## src/rtl/bp_be_fe_queue_ckpt.sv

```systemverilog
// FE->BE instruction queue with speculative reads, multi-entry commit, replay (roll) and
// discard of unread entries (clr). Three wrap-bit pointers: commit <= read <= write.
module bp_be_fe_queue_ckpt #(
  parameter int unsigned width_p     = 128,
  parameter int unsigned els_p       = 8,
  parameter int unsigned deq_width_p = 2,
  localparam int unsigned cnt_width_lp     = $clog2(els_p + 1),
  localparam int unsigned deq_cnt_width_lp = $clog2(deq_width_p + 1)
) (
  input  logic                        clk_i,
  input  logic                        reset_i,
  input  logic [width_p-1:0]          data_i,
  input  logic                        v_i,
  output logic                        ready_o,
  output logic [width_p-1:0]          data_o,
  output logic                        v_o,
  input  logic                        yumi_i,
  input  logic [deq_cnt_width_lp-1:0] deq_cnt_i,
  input  logic                        roll_i,
  input  logic                        clr_i,
  output logic                        empty_o,
  output logic                        full_o,
  output logic [cnt_width_lp-1:0]     unread_cnt_o,
  output logic [cnt_width_lp-1:0]     spec_cnt_o
);

  localparam int unsigned idx_width_lp = $clog2(els_p);
  localparam int unsigned ptr_width_lp = idx_width_lp + 1;

  logic [width_p-1:0]      mem_q [els_p];
  logic [ptr_width_lp-1:0] wptr_q, wptr_d;
  logic [ptr_width_lp-1:0] rptr_q, rptr_d;
  logic [ptr_width_lp-1:0] cptr_q, cptr_d;
  logic [ptr_width_lp-1:0] occupancy;
  logic [ptr_width_lp-1:0] unread;
  logic [ptr_width_lp-1:0] spec;
  logic                    enq;

  // Slots are freed only on commit, so occupancy spans commit to write pointer.
  assign occupancy    = wptr_q - cptr_q;
  assign unread       = wptr_q - rptr_q;
  assign spec         = rptr_q - cptr_q;
  assign full_o       = (occupancy == ptr_width_lp'(els_p));
  assign ready_o      = ~full_o;
  assign empty_o      = (wptr_q == cptr_q);
  assign v_o          = (rptr_q != wptr_q);
  assign unread_cnt_o = cnt_width_lp'(unread);
  assign spec_cnt_o   = cnt_width_lp'(spec);
  assign data_o       = mem_q[rptr_q[idx_width_lp-1:0]];
  assign enq          = v_i & ready_o;

  // Commit, then read, then write: each later pointer may snap to the earlier one's next value.
  always_comb begin
    cptr_d = cptr_q + ptr_width_lp'(deq_cnt_i);
    rptr_d = roll_i ? cptr_d : (rptr_q + ptr_width_lp'(yumi_i));
    wptr_d = clr_i ? rptr_d : (wptr_q + ptr_width_lp'(enq));
  end

  always_ff @(posedge clk_i) begin
    if (reset_i) begin
      wptr_q <= '0;
      rptr_q <= '0;
      cptr_q <= '0;
    end else begin
      wptr_q <= wptr_d;
      rptr_q <= rptr_d;
      cptr_q <= cptr_d;
    end
  end

  always_ff @(posedge clk_i) begin
    if (enq & ~clr_i & ~reset_i) begin
      mem_q[wptr_q[idx_width_lp-1:0]] <= data_i;
    end
  end

`ifndef SYNTHESIS
  always_ff @(posedge clk_i) begin
    if (!reset_i) begin
      assert (!(yumi_i && !v_o && !roll_i))
        else $error("yumi_i asserted with no unread entry");
      assert (cnt_width_lp'(deq_cnt_i) <= spec_cnt_o)
        else $error("deq_cnt_i exceeds speculative entry count");
      assert (deq_cnt_i <= deq_cnt_width_lp'(deq_width_p))
        else $error("deq_cnt_i exceeds deq_width_p");
    end
  end
`endif

endmodule

```

## config.mk

```make
export PLATFORM = sky130hd
export DESIGN_NAME = bp_be_fe_queue_ckpt
export DESIGN_NICKNAME = d
export VERILOG_FILES = /design/src/rtl/bp_be_fe_queue_ckpt.sv
export SDC_FILE = /design/constraint.sdc
export NUM_CORES = 1
export LEC_CHECK = 0
export CAP_MARGIN = 10
export CORE_ASPECT_RATIO = 2
export CORE_MARGIN = 10
export CORE_UTILIZATION = 40
export DETAILED_ROUTE_END_ITERATION = 8
export GPL_TIMING_DRIVEN = 1
export MAX_ROUTING_LAYER = met4
export PLACE_DENSITY = 0.66
export SKIP_LAST_GASP = 1
export SLEW_MARGIN = 20
export SYNTH_ARGS = -nofsm -noshare
export SYNTH_HDL_FRONTEND = slang
export SYNTH_SLANG_ARGS = --single-unit
export TNS_END_PERCENT = 5
```

## constraint.sdc

```tcl
create_clock -name clk_i -period 23 [get_ports clk_i]
set_input_delay 6.9 -clock clk_i [delete_from_list [all_inputs] [get_ports clk_i]]
set_output_delay 6.9 -clock clk_i [all_outputs]
set_load 0.02 [all_outputs]
```

==> reports/metrics.yaml <==
run_status:
  status: "finished, final reports clean"
run:
  maxCapViolations: 0
synthesis:
  ys_seq_area_share_pct: 78.7
  netlist.area_leader.share_pct: 78.1
  ys.flop_type: "edfxtp_1"
  synthDistinctLibCells: 35
  synthArstFlopShare_pct: 0
  yosysWarnings: 0
  post-synth-top-area-cell: "edfxtp_1"
  synth_fp_nets: 2022
  synthCells: 1868
  syn_area_mm2: 0.0394
  yosys-top-cells-count: "1024 x edfxtp_1, 388 x nand2_1, 256 x mux4_2, 34 x clkbuf_1, 29 x buf_2"
  syn_area_per_cell_um2: 21.1
  ys_ff_latch: 1036
  synth.most_common_cell: "edfxtp_1"
  synth_edf_count: 1024
  synth.top_cells.by_area: "edfxtp_1 78%, mux4_2 15%, nand2_1 3.7%"
power:
  pwr-share-seq_pct: 50.4
  ir_drop_mv: 0.0733
  power.share.clock_pct: 36.3
  p_leak_uw: 0.0149
  comb_power_share_pct: 13.4
  intPower_uw: 3220
  p_per_area_mw_per_mm2: 90.3
  switching_share_pct: 23.7
  p_switching_uw: 1000
detailed_routing:
  drt_iter0_drc: 1186
  post_drt_wl_per_cell_um: 25.0
  dr.pass1.iters: 5
  postRouteAntennaNets: 0
  vias: 18700
  viasPerCell: 5.24
  drt-total-wl_mm: 89.3
  drc: 0
grt:
  grt_max_degree: 129
  grt_pass1_vias: 20600
  globalRouteTotalUtil_pct: 16.5
  antenna_found_initial: 15
  grt_overflow: 0
  grt_pass1_wl_mm: 135
die:
  io_pins: 276
  die_area_mm2: 0.112
  start_util_pct: 40.3
  die_h_um: 464
  coreArea_mm2: 0.0977
  rows: 162
  die_w_um: 242
placement:
  place.gp.congestion: 0.738
  hpwl_mm: 48.2
  place_inst: 3392
  portBuffers: 275
clock_network:
  cts-root-buf: "clkbuf_16"
  post_cts_resized: 0
  hold_buffers: 0
  cts_tree: "built"
  clk_pin_slew_worst_paths_ns: 0.08
  cts_inserted_buffers: 91
  cts_sinks: 1036
  htree_levels: 3
  cts_buffer_depth: 3
  clk_latency_ns: 0.67
  postCtsSetupRepairBufs: 0
layout:
  drive_gt1_share_pct: 19.3
  fill_cells: 8089
  area_delta_synth_final_pct: 18.5
  nNetsFinal: 2327
  layout.cells.non_filler: 3569
timing:
  fin_skew_ns: 0.0112
  slew_headroom_pct: 27.9
  slew_violations: 0
  hold_violations: 0
  fmax_ghz: 0.0863
  fin_crit_sh_pct: 50.4
  worst_slew_pin_slew_ns: 1.08
  rsz0062_at_grt: "false"
  layout_min_cycle_time_ns: 11.58
  setup_tns_ns: 0
  finalSetupViolations: 0
worst_setup_path:
  crit_required_ns: 16.10
  path_max_fanout: 110
  r2r_cells: 8
  slowest_stage: "buf_4"
  r2r-start: "wptr_q[0]$_SDFF_PP0_"
  timing.rr.end: "mem_q[7][65]$_DFFE_PP_"
  r2r_slack_ns: 19.17
  slowest_delay_ns: 0.88
  path_cells: "buf_12 > buf_4 > mux4_2 > nand2_1 > nand2_1 > clkdlybuf4s50_1"
  worstPathArrival_ns: 4.68
  end_kind: "output port"
  worst-setup-path-type: "flip-flop to output port"
  path_common_cell: "nand2_1"
  critPathLaunchType: "flip-flop"
worst_hold_path:
  min_from: "cptr_q[2]$_SDFF_PP0_"
  hold_path_class: "flip-flop to flip-flop"
  holdPathEnd: "cptr_q[2]$_SDFF_PP0_"
  min_path_cells: 2
[state kept, by name, summed over array words and instances, names as in the netlist]
name and flops:
cptr_q 4, mem_q 1024, rptr_q 4, wptr_q 4
[final cells by class]
class,count,area [µm²],share of cell area (%)
clock buffers,109,2370,5.07
inverters,20,80.1,0.172
multi-input cells,722,7920,17.0
well taps,1312,1640,3.52
clock inverters,55,601,1.29
diodes,13,32.5,0.0697
flip-flops and latches,1036,31000,66.4
repair buffers,302,3030,6.48
[worst max path at each step]
stage / start / to / slack (ns) / cells past startpoint
3_5_place_dp: rptr_q[0]$_SDFF_PP0_ / data_o[64] / 11.91 / 6
4_1_cts: rptr_q[0]$_SDFF_PP0_ / data_o[64] / 11.16 / 6
6_report: rptr_q[0]$_SDFF_PP0_ / data_o[76] / 11.42 / 6
2_1_floorplan: reset_i / mem_q[0][0]$_DFFE_PP_ / 2.50 / 4
3_3_place_gp: rptr_q[0]$_SDFF_PP0_ / data_o[64] / 11.89 / 6
5_1_grt: rptr_q[0]$_SDFF_PP0_ / data_o[76] / 10.95 / 6
[metal layers]
| layer | GRT usage [%] | up-vias | wire length (µm) |
|---|---|---|---|
| li1 | - | 8106 | - |
| met2 | 28.1 | 567 | 46500 |
| met4 | 5.08 | 0 | 1670 |
| met5 | - | - | 0 |
| met1 | 19.6 | 9944 | 35600 |
| met3 | 3.24 | 96 | 5500 |
[cell usage in the layout, fill, tap and decap left out, drive strengths merged, types with 2 or more instances in the layout]
cell,count
o22a,2
xnor2,10
clkinvlp,9
buf,27
nor4,2
clkbuf,109
nor2b,2
a21oi,3
nor2,11
a21o,3
nor3,7
mux2i,2
inv,28
clkdlybuf4s50,275
dfxtp,12
fa,3
edfxtp,1024
mux4,256
bufinv,10
diode,13
xor2,3
nand2,388
clkinv,28
nand3,6
ha,15
[metrics by stage]
stage | worst slack, ns | area (µm²) | power, µW | hold WS (ns) | util, %
after detailed placement | 11.91 | 43700 | 2740 | 0.597 | 44.7
after global placement | 11.89 | 43700 | 2740 | 0.589 | 44.7
after global routing | 10.95 | 46700 | 4380 | 0.662 | 47.8
after CTS | 11.16 | 46600 | 4280 | 0.619 | 47.7
final | 11.42 | 46700 | 4220 | 0.613 | 47.8
after floorplan | 2.50 | 39400 | 2500 | 0.550 | -
[critical path: cells and delay by family, from the launching register on]
family | cells | cell delay [ns]
buffers and inverters | 3 | 2.18
DFF | 1 | 0.70
muxes | 1 | 0.59
and+or+nand+nor | 2 | 0.26
[power by group through the flow]
stage                     clock network, µW  logic [µW]  registers [µW]
final                                  1530         563            2120
after global routing                   1640         609            2130
after CTS                              1570         581            2120
after detailed placement                  0         579            2160
after global placement                    0         573            2160
after floorplan                           0         336            2160
[cells by family (layout without fill, tap and decap cells)]
logic type | count (synthesis) | in the layout | synth area share (%)
AOI/OAI and AO/OA | 13 | 13 | 0.248
and+or+nand+nor | 420 | 420 | 4.12
adders and majority gates | 18 | 18 | 0.629
xor gates and xnor gates | 13 | 13 | 0.308
buffers and inverters | 110 | 486 | 1.30
other | 0 | 13 | 0
muxes | 258 | 258 | 14.7
DFF | 1036 | 1036 | 78.7
No activity file was read; power rests on OpenSTA's default activity.
